**config.mk**
```make
export PLATFORM = sky130hd
export DESIGN_NAME = uart_tx_arbiter
export DESIGN_NICKNAME = d
export VERILOG_FILES = /design/src/rtl/uart_tx_arbiter.sv
export SDC_FILE = /design/constraint.sdc
export NUM_CORES = 1
export LEC_CHECK = 0
export BUFFER_PORTS_ARGS = -buffer_cell sky130_fd_sc_hd__buf_2
export CORE_MARGIN = 10
export CORE_UTILIZATION = 30
export DETAILED_ROUTE_END_ITERATION = 12
export HOLD_SLACK_MARGIN = 0.05
export SLEW_MARGIN = 20
export SYNTH_ARGS = -nofsm -noshare
export SYNTH_HDL_FRONTEND = slang
export SYNTH_SLANG_ARGS = --single-unit
```
**constraint.sdc**
```tcl
create_clock -name fpga_clk -period 2.3 [get_ports fpga_clk]
set_input_delay 0.115 -clock fpga_clk [delete_from_list [all_inputs] [get_ports fpga_clk]]
set_output_delay 0.115 -clock fpga_clk [all_outputs]
set_load 0.005 [all_outputs]
```
**src/rtl/uart_tx_arbiter.sv**
```systemverilog
// uart_tx_arbiter: shares one uart_tx among NREQ byte requesters.
// Round-robin grant with packet lock, tx_en/busy_tx sequencing and an
// inter-frame gap. Optional LAUNCH/WAIT_DONE watchdog: UART_ARB_TIMEOUT_EN.
// Ports:
//   fpga_clk, nrst          clock, async active-low reset
//   req_valid/data/last     per-requester byte offer (data at [8i+7:8i])
//   req_ready               one-hot accept pulse
//   din, tx_en, busy_tx     uart_tx interface
//   grant_id, arb_busy      current owner, non-idle flag
//   timeout_err             one-cycle watchdog pulse (0 when disabled)
module uart_tx_arbiter #(
    parameter int NREQ           = 4,
    parameter int GAP_CYCLES     = 2,
    parameter int TIMEOUT_CYCLES = 4096
) (
    input  logic                    fpga_clk,
    input  logic                    nrst,
    input  logic [NREQ-1:0]         req_valid,
    input  logic [8*NREQ-1:0]       req_data,
    input  logic [NREQ-1:0]         req_last,
    output logic [NREQ-1:0]         req_ready,
    output logic [7:0]              din,
    output logic                    tx_en,
    input  logic                    busy_tx,
    output logic [$clog2(NREQ)-1:0] grant_id,
    output logic                    arb_busy,
    output logic                    timeout_err
);

    localparam int IW = $clog2(NREQ);
    localparam int GW = (GAP_CYCLES > 1) ? $clog2(GAP_CYCLES) : 1;

    localparam logic [1:0] S_IDLE   = 2'd0;
    localparam logic [1:0] S_LAUNCH = 2'd1;
    localparam logic [1:0] S_WAIT   = 2'd2;
    localparam logic [1:0] S_GAP    = 2'd3;

    localparam logic [GW-1:0] GAP_LAST = GW'(GAP_CYCLES - 1);

    logic [1:0]    state;
    logic [IW-1:0] rr_ptr;
    logic [IW-1:0] lock_id;
    logic          locked;
    logic [GW-1:0] gap_cnt;

    logic          found;
    logic [IW-1:0] win_id;
    int            idx;

`ifdef UART_ARB_TIMEOUT_EN
    localparam int TW = $clog2(TIMEOUT_CYCLES + 1);
    localparam logic [TW-1:0] TMO_LAST = TW'(TIMEOUT_CYCLES - 1);

    logic [TW-1:0] tmo_cnt;
    logic          tmo_hit;

    assign tmo_hit = (tmo_cnt == TMO_LAST);
`else
    logic unused_tmo;

    assign unused_tmo  = ^TIMEOUT_CYCLES;
    assign timeout_err = 1'b0;
`endif

    // Winner search. Scanning k from high to low lets the closest
    // requester after rr_ptr overwrite any farther one.
    always_comb begin
        found  = 1'b0;
        win_id = '0;
        idx    = 0;
        if (locked) begin
            found  = req_valid[lock_id];
            win_id = lock_id;
        end else begin
            for (int k = NREQ; k >= 1; k--) begin
                idx = (int'(rr_ptr) + k) % NREQ;
                if (req_valid[IW'(idx)]) begin
                    found  = 1'b1;
                    win_id = IW'(idx);
                end
            end
        end
    end

    always_ff @(posedge fpga_clk or negedge nrst) begin
        if (!nrst) begin
            state     <= S_IDLE;
            rr_ptr    <= IW'(NREQ - 1);
            lock_id   <= '0;
            locked    <= 1'b0;
            gap_cnt   <= '0;
            req_ready <= '0;
            din       <= '0;
            tx_en     <= 1'b0;
            grant_id  <= '0;
            arb_busy  <= 1'b0;
`ifdef UART_ARB_TIMEOUT_EN
            tmo_cnt     <= '0;
            timeout_err <= 1'b0;
`endif
        end else begin
            req_ready <= '0;
`ifdef UART_ARB_TIMEOUT_EN
            timeout_err <= 1'b0;
`endif
            case (state)
                S_IDLE: begin
                    if (found) begin
                        req_ready <= NREQ'(1) << win_id;
                        din       <= req_data[{win_id, 3'b000} +: 8];
                        grant_id  <= win_id;
                        rr_ptr    <= win_id;
                        lock_id   <= win_id;
                        locked    <= ~req_last[win_id];
                        tx_en     <= 1'b1;
                        arb_busy  <= 1'b1;
                        state     <= S_LAUNCH;
`ifdef UART_ARB_TIMEOUT_EN
                        tmo_cnt   <= '0;
`endif
                    end
                end
                S_LAUNCH: begin
                    // A busy_tx already high here counts as the acknowledge.
                    if (busy_tx) begin
                        tx_en <= 1'b0;
                        state <= S_WAIT;
`ifdef UART_ARB_TIMEOUT_EN
                        tmo_cnt <= '0;
                    end else if (tmo_hit) begin
                        tx_en       <= 1'b0;
                        timeout_err <= 1'b1;
                        locked      <= 1'b0;
                        gap_cnt     <= '0;
                        state       <= S_GAP;
                    end else begin
                        tmo_cnt <= tmo_cnt + TW'(1);
`endif
                    end
                end
                S_WAIT: begin
                    if (!busy_tx) begin
                        gap_cnt <= '0;
                        state   <= S_GAP;
`ifdef UART_ARB_TIMEOUT_EN
                    end else if (tmo_hit) begin
                        tx_en       <= 1'b0;
                        timeout_err <= 1'b1;
                        locked      <= 1'b0;
                        gap_cnt     <= '0;
                        state       <= S_GAP;
                    end else begin
                        tmo_cnt <= tmo_cnt + TW'(1);
`endif
                    end
                end
                S_GAP: begin
                    // A zero gap still spends this one cycle in GAP.
                    if (GAP_CYCLES == 0 || gap_cnt == GAP_LAST) begin
                        arb_busy <= 1'b0;
                        state    <= S_IDLE;
                    end else begin
                        gap_cnt <= gap_cnt + GW'(1);
                    end
                end
                default: begin
                    arb_busy <= 1'b0;
                    state    <= S_IDLE;
                end
            endcase
        end
    end

endmodule

```
==> results.ini, run 1 <==
[floorplan]
core_um2=4410
fp.dieW_um=87.9
fp.dieH_um=87.9
dieArea_um2=7720
start_util_pct=31.3
io-pin-count=60
rows=24

[cts]
ctsResizeCount=0
cts_buffers=3
ctsRootBufferMaster=clkbuf_8
cts_setup_buffers=0
clock_tree.buffer_depth=2
path_clk_slew_ps=90
clkSinkCount=22
cts_max_level=1
clk_latency_ps=270
cts_tree=built

[worst_setup_path]
cp_max_fo=6
crit_type=flop to flop
reg2reg_from=lock_id[0]$_DFFE_PN0P_
critPathSlowestCell=mux4_2
reg2reg_slack_ps=240
cp_cell_sequence=mux4_2, mux2_2, nand2_1, nor2_1, a221oi_1, a31oi_1
crit_required_ps=2430
r2r-end=locked$_DFFE_PN0P_
cp.arrival_ps=2200
worstSetupEndpointType=flop
ff2ff_path_depth=6
crit_path_max_incr_delay_ps=560
worst_setup_path_start_kind=flop

[place]
hpwl_mm=2.93
dp.cells=246
gp_congestion=0.806
portBuffers=58

[cells_and_area]
final_util_pct=41.3
layout_commonest_cell=buf_2
layout_common_cells=58 x buf_2, 23 x mux2i_1, 20 x dfrtp_1
syn_to_final_growth_pct=32.1
stdcell_count=251
drive_gt1_share_pct=35.7
diodes=0
layout.nets=248

[power]
vdd_ir_drop_max_mv=0.417
leakage_nw=0.944
p_per_area_nw_per_um2=1280
p_total_mw=2.34

[timing]
worst_pin_slew_ps=706
min_period_ps=2060
worst_hold_slack_ps=157
fmax_mhz=484
rsz0062_at_grt=false
fin_skew_ps=7.04
setup-violations-final=0
tns_ps=0
period_share_pct=89.8
hold_viol=0
relSlewSlack_pct=52.6
finalMaxSlewViolations=0

[route]
drt-initial-drc-count=43
via_per_inst=4.86
wl_per_cell_um=14.3
final_antenna_net_count=0
routed_wl_mm=3.59
via_count=1219
drc_errors=0
firstDrtPassIters=4

[global_route]
track_usage_pct=9.90
grt_pass1_vias=1327
overflow=0
antenna_found_initial=0
grt_max_degree=23
grt_first_pass_wirelength_mm=6.21

[min_path]
hold_path_class=input pin to flop
whs_endpoint=din[1]$_DFFE_PN0P_
hold_depth=3
min_from=req_data[1]

[synth]
synth_top_area_share_pct=36.2
ys_seq_area_share_pct=40.0
syn_nets=188
ys_seq_elements=22
synth.cell_area_um2=1380
syn-mean-instance-area_um2=9.87
ys_warn_count=0
syn-instance-count=140
synth_cell_type_count=33
yosysTopAreaCell=dfrtp_1
synthTopCellsByArea=dfrtp_1 36%, mux2i_1 17%, o221ai_1 5.7%, ha_1 4.5%, nand2_1 4.3%

[status]
outcome=finished, final reports clean

[run]
maxCapViolations=0

[worst max path at each step]
stage | startpoint | end | slack, ps | cells after the start
2_1_floorplan | lock_id[0]$_DFFE_PN0P_ | locked$_DFFE_PN0P_ | 400 | 7
4_1_cts | lock_id[0]$_DFFE_PN0P_ | locked$_DFFE_PN0P_ | 230 | 6
6_report | lock_id[0]$_DFFE_PN0P_ | locked$_DFFE_PN0P_ | 240 | 6
5_1_grt | lock_id[0]$_DFFE_PN0P_ | locked$_DFFE_PN0P_ | 60 | 6
3_3_place_gp | lock_id[0]$_DFFE_PN0P_ | locked$_DFFE_PN0P_ | 250 | 6
3_5_place_dp | lock_id[0]$_DFFE_PN0P_ | locked$_DFFE_PN0P_ | 250 | 6
[cells by family after synthesis]
group | count (synthesis) | synth area share, %
and+or+nand+nor | 38 | 12.3
AOI/OAI and AO/OA | 34 | 18.7
muxes | 25 | 19.1
DFF | 22 | 40.0
buffers and inverters | 15 | 4.98
adders and majority gates | 5 | 4.53
other | 1 | 0.271
[flip-flops by register name, summed over array words and instances (netlist names)]
name and flops:
arb_busy 1, din 8, gap_cnt 1, lock_id 2
locked 1, req_ready 4, rr_ptr 2, state 2
tx_en 1
[critical path, delay by kind of cell (launching register included)]
kind	cells	cell delay [ps]
simple gates	2	220
compound gates	2	370
flops	1	500
mux	2	850
[synth_stat cells]
cell type   n
conb_1      1
dfrtp_1    20
o311ai_2    1
a31oi_1     1
mux2i_1    23
or4_1       1
ha_1        5
nand2b_1    1
nand2_1    16
mux2_2      1
nor2_1     14
or2_2       1
o21ai_0     5
dfstp_2     2
and3b_1     1
clkbuf_1    1
a211o_1     1
a21boi_0    3
a2bb2oi_1   2
a21o_1      2
buf_2       4
a21oi_1     3
buf_4       2
nor3b_1     3
and2_0      1
mux4_2      1
a211oi_1    2
o21ai_1     1
o221ai_1    9
a222oi_1    1
o21a_1      2
inv_1       8
a221oi_1    1
[final cells by class]
cell class / count / area, µm²
Clock buffer: 3 / 41.3
Inverter: 8 / 30.0
Tap cell: 52 / 65.1
Sequential cell: 22 / 553
Fill cell: 434 / 2590
Timing Repair Buffer: 62 / 335
Multi-Input combinational cell: 103 / 769
Clock inverter: 1 / 30.0
[through the flow]
step / setup slack (ps) / cell area [µm²]
final: 236 / 1820
after global routing: 56.3 / 1820
after CTS: 229 / 1820
after detailed placement: 249 / 1740
after global placement: 249 / 1740
after floorplan: 402 / 1380
[where the power goes]
group	total [mW]	internal (mW)	switching, mW
clock network	0.366	0.233	0.133
registers	0.744	0.575	0.169
logic	1.23	0.620	0.612
total	2.34	1.43	0.915
[repair_timing]
action / 4_1_cts / 5_1_grt
hold buffers: 1 / 0
hold endpoints to repair: 20 / 0
endpoints found under the setup margin: 0 / 0
[per-layer routing]
layer | part of all wire (%) | GRT usage, % | wire (µm)
met1 | 48 | 12.8 | 1730
met4 | 1.5 | 3.91 | 55
met2 | 41 | 14.0 | 1480
met3 | 8.9 | 4.46 | 321
met5 | 0 | 0 | 0
(Power assumes the default switching activity.)
==> run 2: changes to the inputs <==
--- a/config.mk
+++ b/config.mk
@@ -8,9 +8,9 @@
 export BUFFER_PORTS_ARGS = -buffer_cell sky130_fd_sc_hd__buf_2
 export CORE_MARGIN = 10
 export CORE_UTILIZATION = 30
+export CTS_BUF_LIST = sky130_fd_sc_hd__clkbuf_4
 export DETAILED_ROUTE_END_ITERATION = 12
 export HOLD_SLACK_MARGIN = 0.05
-export SLEW_MARGIN = 20
 export SYNTH_ARGS = -nofsm -noshare
 export SYNTH_HDL_FRONTEND = slang
 export SYNTH_SLANG_ARGS = --single-unit
==> run 2 against run 1 <==
Cell count stayed put. Non-clock buffer count stayed put. Sequential cell count stayed put. Sequential power hardly changed. Register-to-register slack hardly changed. Maximum frequency hardly changed. Global-route usage is 0.21 points lower. Critical path depth stayed put. Die area stayed put. Clock power is 19% lower. Power is 2.9% lower. Wire length is 0.39% higher. Critical endpoint unchanged.
==> results.ini, run 2 (same netlist as run 1, synthesis figures left out) <==
[status]
outcome=finished, final reports clean

[run]
maxCapViolations=0  ; unchanged

[worst_setup_path]
crit_path_start=lock_id[0]$_DFFE_PN0P_
ff2ff_path_depth=6  ; unchanged
critPathSlowestCell=mux4_2
crit_required_ps=2480  ; +50 ps
crit_type=flop to flop
path_buf_inv=0  ; unchanged
crit_path_max_incr_delay_ps=550  ; about the same
reg2reg_from=lock_id[0]$_DFFE_PN0P_
crit_family=multiplexers
cp.arrival_ps=2240  ; +40 ps
crit_cells=6  ; unchanged
worst_setup_path_start_kind=flop
cp_max_fo=6  ; unchanged
cp_cell_sequence=mux4_2, mux2_2, nand2_1, nor2_1, a221oi_1, a31oi_1
worstSetupEndpointType=flop

[timing]
fmax_mhz=485  ; about the same
tns_ps=0  ; unchanged
setup-violations-final=0  ; unchanged
finalMaxSlewViolations=0  ; unchanged
hold_viol=0  ; unchanged
rsz0062_at_grt=false
period_share_pct=89.7  ; about the same
fin_skew_ps=7.22  ; +0.182 ps
relSlewSlack_pct=52.7  ; +0.098 points
worst_pin_slew_ps=705  ; -1.46 ps
setup_ws_ps=237  ; +1.37 ps
min_period_ps=2060  ; -1.37 ps
worst_hold_slack_ps=112  ; -44.8 ps

[cells_and_area]
largest_reg_flops=8  ; unchanged
layout_common_cells=58 x buf_2, 23 x mux2i_1, 20 x dfrtp_1
diodes=0  ; unchanged
reg_top3=din: 8 flops, req_ready: 4 flops
layout.nets=248  ; unchanged
fin_area_um2=1810  ; -1.0%
syn_to_final_growth_pct=30.7
layout_commonest_cell=buf_2
regMostFlops=din
drive_gt1_share_pct=35.7  ; unchanged

[power]
p_sw_share_pct=39.8  ; +0.76 points
switching_power_uw=906  ; -0.96%
comb_power_share_pct=54.2  ; +1.6 points
intPower_mw=1.37  ; -4.1%
leakage_nw=0.936  ; -0.82%
p_total_mw=2.28  ; -2.9%
p_clk_share_pct=13.1  ; -2.5 points
vdd_ir_drop_max_mv=0.447  ; +7.2%
p_per_area_nw_per_um2=1260  ; -1.8%
seqPwrFrac_pct=32.7  ; +0.9 points

[place]
placed_area_um2=1740  ; unchanged
hpwl_mm=2.93  ; unchanged
dp_slack_ps=249  ; unchanged
gp_congestion=0.806  ; unchanged
portBuffers=58  ; unchanged

[floorplan]
io-pin-count=60  ; unchanged
fp.dieH_um=87.9  ; unchanged
fp.dieW_um=87.9  ; unchanged
start_util_pct=31.3  ; unchanged
rows=24  ; unchanged
dieArea_um2=7720  ; unchanged
core_um2=4410  ; unchanged

[global_route]
antenna_found_initial=0  ; unchanged
grt_first_pass_wirelength_mm=6.20  ; -0.23%
track_usage_pct=9.70  ; -0.21 points
grt_pass1_vias=1326  ; -0.075%
use_met1_pct=13.0  ; +0.16 points
busiest_layer=met2
use_met2_pct=14.0  ; +0.066 points
grtUsageMet3_pct=3.90  ; -0.56 points
grt_max_degree=23  ; unchanged
overflow=0  ; unchanged

[route]
wl_per_cell_um=14.4  ; +0.39%
via_per_inst=4.85  ; about the same
drc_errors=0  ; unchanged
firstDrtPassIters=4  ; unchanged
via_count=1218  ; -0.082%
drt-initial-drc-count=48  ; +12%
final_antenna_net_count=0  ; unchanged
routed_wl_mm=3.60  ; +0.39%

[cts]
clock_tree.buffer_depth=2  ; unchanged
cts_max_level=1  ; unchanged
path_clk_slew_ps=130  ; +40 ps
cts_tree=built
clk_latency_ps=310  ; +40 ps
ctsRootBufferMaster=clkbuf_4
clkSinkCount=22  ; unchanged
cts_buffers=3  ; unchanged

[min_path]
min_from=req_data[1]
hold_path_class=input pin to flop
hold_depth=3  ; unchanged

-- run 2: changes by cell type in the layout (fill, tap and decap cells not counted) --
cell | previous run | this run
clkbuf_4 | 0 | 3
clkbuf_8 | 3 | 0
-- run 2: power by group through the flow --
stage | Clock [mW] | Combinational [mW] | Sequential, mW
after floorplan | 0 | 0.892 | 0.698
after global placement | 0 | 1.25 | 0.749
after detailed placement | 0 | 1.26 | 0.746
after CTS | 0.307 | 1.26 | 0.743
after global routing | 0.320 | 1.39 | 0.774
final | 0.297 | 1.23 | 0.744
-- run 2: final timing paths --
check                      slack, ps                endpoint
max reg2reg                      240      locked$_DFFE_PN0P_
min                              110      din[1]$_DFFE_PN0P_
min reg2reg                      510      din[2]$_DFFE_PN0P_
max                              240      locked$_DFFE_PN0P_
min in group asynchronous        280  req_ready[0]$_DFF_PN0_
max in group asynchronous       1650   rr_ptr[0]$_DFFE_PN1P_
-- run 2: through the flow --
step / utilization (%) / std cells
finish: 40.9 / 251
detailed placement: 39.5 / 246
floorplan: - / 140
global route: 40.9 / 251
CTS: 40.9 / 251
global placement: 39.5 / 246
-- run 2: worst reg2reg max path, cell delays in order (launching register included) --
cell	delay (ps)
dfrtp_1	520
mux4_2	560
mux2_2	290
nand2_1	150
nor2_1	70
a221oi_1	310
a31oi_1	60
-- run 2: cell type report --
class	count	area, µm²
timing repair buffer	62	335
clock buffer	3	22.5
sequential	22	553
multi-input combinational	103	769
clock inverter	1	30.0
inverter	8	30.0
tap	52	65.1
fill	432	2610
-- run 2: layer usage --
metal  share of wire, %  up-vias
met5                  0        -
met3                8.6        2
met2                 42       45
met4               0.53        0
li1                   -      626
met1                 49      545
-- run 2: timing repair --
action / 4_1_cts / 5_1_grt
gates resized for setup: 0 / 0
setup buffers: 0 / 0
endpoints found under the setup margin: 0 / 0
hold endpoints to repair: 20 / 0
hold buffers: 1 / 0
==> run 3: changes to the inputs <==
--- a/config.mk
+++ b/config.mk
@@ -11,6 +11,7 @@
 export CTS_BUF_LIST = sky130_fd_sc_hd__clkbuf_4
 export DETAILED_ROUTE_END_ITERATION = 12
 export HOLD_SLACK_MARGIN = 0.05
+export REMOVE_ABC_BUFFERS = 1
 export SYNTH_ARGS = -nofsm -noshare
 export SYNTH_HDL_FRONTEND = slang
 export SYNTH_SLANG_ARGS = --single-unit
==> run 3 against run 2 <==
Clock power fell by 38%. Global-route usage is 0.91 points higher. Count of clock-buffer cells in the layout stayed put. Utilization down 0.43 points. Wire length grew 6.6%. Clock skew is 5.6 ps lower. First-iteration DRC count rose by 52%. Via count increased by 2.6%. Largest cell class unchanged. Highest routed layer unchanged.
==> results.ini, run 3 (same netlist as run 1, synthesis figures left out) <==
[route]
final_antenna_net_count=0  ; unchanged
drc_errors=0  ; unchanged
routed_wl_mm=3.84  ; +6.6%
drt-initial-drc-count=73  ; +52%
wl_per_cell_um=15.2  ; +6.2%
via_per_inst=4.96  ; +2.2%
firstDrtPassIters=5  ; +1
via_count=1250  ; +2.6%

[worst_setup_path]
worstSetupEndpointType=flop
worst_setup_path_start_kind=flop
crit_type=flop to flop
cp_cell_sequence=mux4_2, mux2_2, nand2_1, nor2_1, a221oi_1, a31oi_1
cp_max_fo=6  ; unchanged
crit_required_ps=2490  ; about the same
cp.arrival_ps=2230  ; about the same
critPathSlowestCell=mux4_2
crit_path_max_incr_delay_ps=550  ; about the same

[floorplan]
dieArea_um2=7720  ; unchanged
core_um2=4410  ; unchanged
rows=24  ; unchanged
fp.dieH_um=87.9  ; unchanged
io-pin-count=60  ; unchanged
fp.dieW_um=87.9  ; unchanged
start_util_pct=31.3  ; unchanged

[power]
p_total_mw=2.18  ; -4.0%
p_per_area_nw_per_um2=1220  ; -3.0%
vdd_ir_drop_max_mv=0.747  ; +67%
leakage_nw=0.928  ; -0.89%

[global_route]
track_usage_pct=10.6  ; +0.91 points
overflow=0  ; unchanged
grt_pass1_vias=1424  ; +7.4%
antenna_found_initial=0  ; unchanged
grt_max_degree=23  ; unchanged
grt_first_pass_wirelength_mm=6.68  ; +7.8%

[cts]
clock_tree.buffer_depth=2  ; unchanged
clk_latency_ps=310  ; about the same
hold_buffers=1  ; unchanged
ctsRootBufferMaster=clkbuf_4
ctsResizeCount=0  ; unchanged
clkSinkCount=22  ; unchanged
cts_setup_buffers=0  ; unchanged
cts_max_level=1  ; unchanged
path_clk_slew_ps=120  ; about the same
cts_tree=built
cts_buffers=3  ; unchanged

[timing]
relSlewSlack_pct=51.2  ; -1.4 points
min_period_ps=2050  ; -13.3 ps
fmax_mhz=488  ; +0.65%
tns_ps=0  ; unchanged
rsz0062_at_grt=false
fin_skew_ps=1.59  ; -5.63 ps
worst_pin_slew_ps=726  ; +21.5 ps
setup-violations-final=0  ; unchanged
finalMaxSlewViolations=0  ; unchanged
period_share_pct=89.1  ; -0.58 points
hold_viol=0  ; unchanged

[min_path]
hold_path_class=input pin to flop

[place]
portBuffers=58  ; unchanged
placed_area_um2=1750  ; +0.43%
gp_congestion=0.791  ; -1.8%
hpwl_mm=3.11  ; +6.4%
dp.cells=247  ; +0.41%

[cells_and_area]
stdcell_count=252  ; +0.40%
layout_common_cells=58 x buf_2, 23 x mux2i_1, 20 x dfrtp_1
layout_commonest_cell=buf_2
drive_gt1_share_pct=35.5  ; -0.18 points
layout.nets=249  ; +0.40%
fin_area_um2=1790  ; -1.0%
reg_top3=din: 8 flops, req_ready: 4 flops
regMostFlops=din
diodes=0  ; unchanged
largest_reg_flops=8  ; unchanged
syn_to_final_growth_pct=29.3

[run]
maxCapViolations=0  ; unchanged

[status]
outcome=finished, final reports clean

-- run 3: changes by cell type in the layout (fill, tap and decap cells not counted), sizes merged --
cell,delta
buf,+1
bufinv,-1
clkinv,+1
-- run 3: where the power goes --
part | total, mW | leakage (nW) | internal, mW | switching, mW
sequential | 0.743 | 0.270 | 0.574 | 0.169
combinational | 1.26 | 0.643 | 0.628 | 0.628
clock | 0.184 | 0.0154 | 0.0635 | 0.121
total | 2.18 | 0.928 | 1.27 | 0.918
-- run 3: routing by layer --
metal / global-route usage (%) / part of all wire, %
met2: 16.0 / 43
met4: 2.46 / 0.86
met1: 13.5 / 46
met5: 0 / 0
met3: 4.74 / 9.8
-- run 3: path summary, 6_finish.rpt --
| kind | startpoint | end | slack [ps] | depth (start not counted) |
|---|---|---|---|---|
| max | lock_id[0]$_DFFE_PN0P_ | locked$_DFFE_PN0P_ | 250 | 6 |
| min | req_data[0] | din[0]$_DFFE_PN0P_ | 110 | 3 |
| max reg2reg | lock_id[0]$_DFFE_PN0P_ | locked$_DFFE_PN0P_ | 250 | 6 |
| min reg2reg | din[1]$_DFFE_PN0P_ | din[1]$_DFFE_PN0P_ | 510 | 2 |
| max in group asynchronous | nrst | rr_ptr[0]$_DFFE_PN1P_ | 1660 | 2 |
| min in group asynchronous | nrst | arb_busy$_DFFE_PN0P_ | 290 | 2 |
-- run 3: metrics by stage --
step | hold slack (ps) | utilization (%) | setup WS [ps]
CTS | 108 | 40.5 | 242
global placement | 111 | 39.7 | 298
global route | 126 | 40.5 | 23.4
detailed placement | 117 | 39.7 | 246
finish | 111 | 40.5 | 250
floorplan | -181 | - | -483
-- run 3: area by class of cell --
class / instances / area [µm²]
clock buffer: 3 / 22.5
clock inverter: 1 / 3.75
fill: 443 / 2630
inverter: 8 / 30.0
multi-input combinational: 103 / 769
sequential: 22 / 553
tap: 52 / 65.1
timing repair buffer: 63 / 343
-- run 3: critical path, delay by kind of cell (launching register included) --
kind / cells / cell delay, ps
simple gates: 2 / 190
compound gates: 2 / 380
flops: 1 / 520
mux: 2 / 830
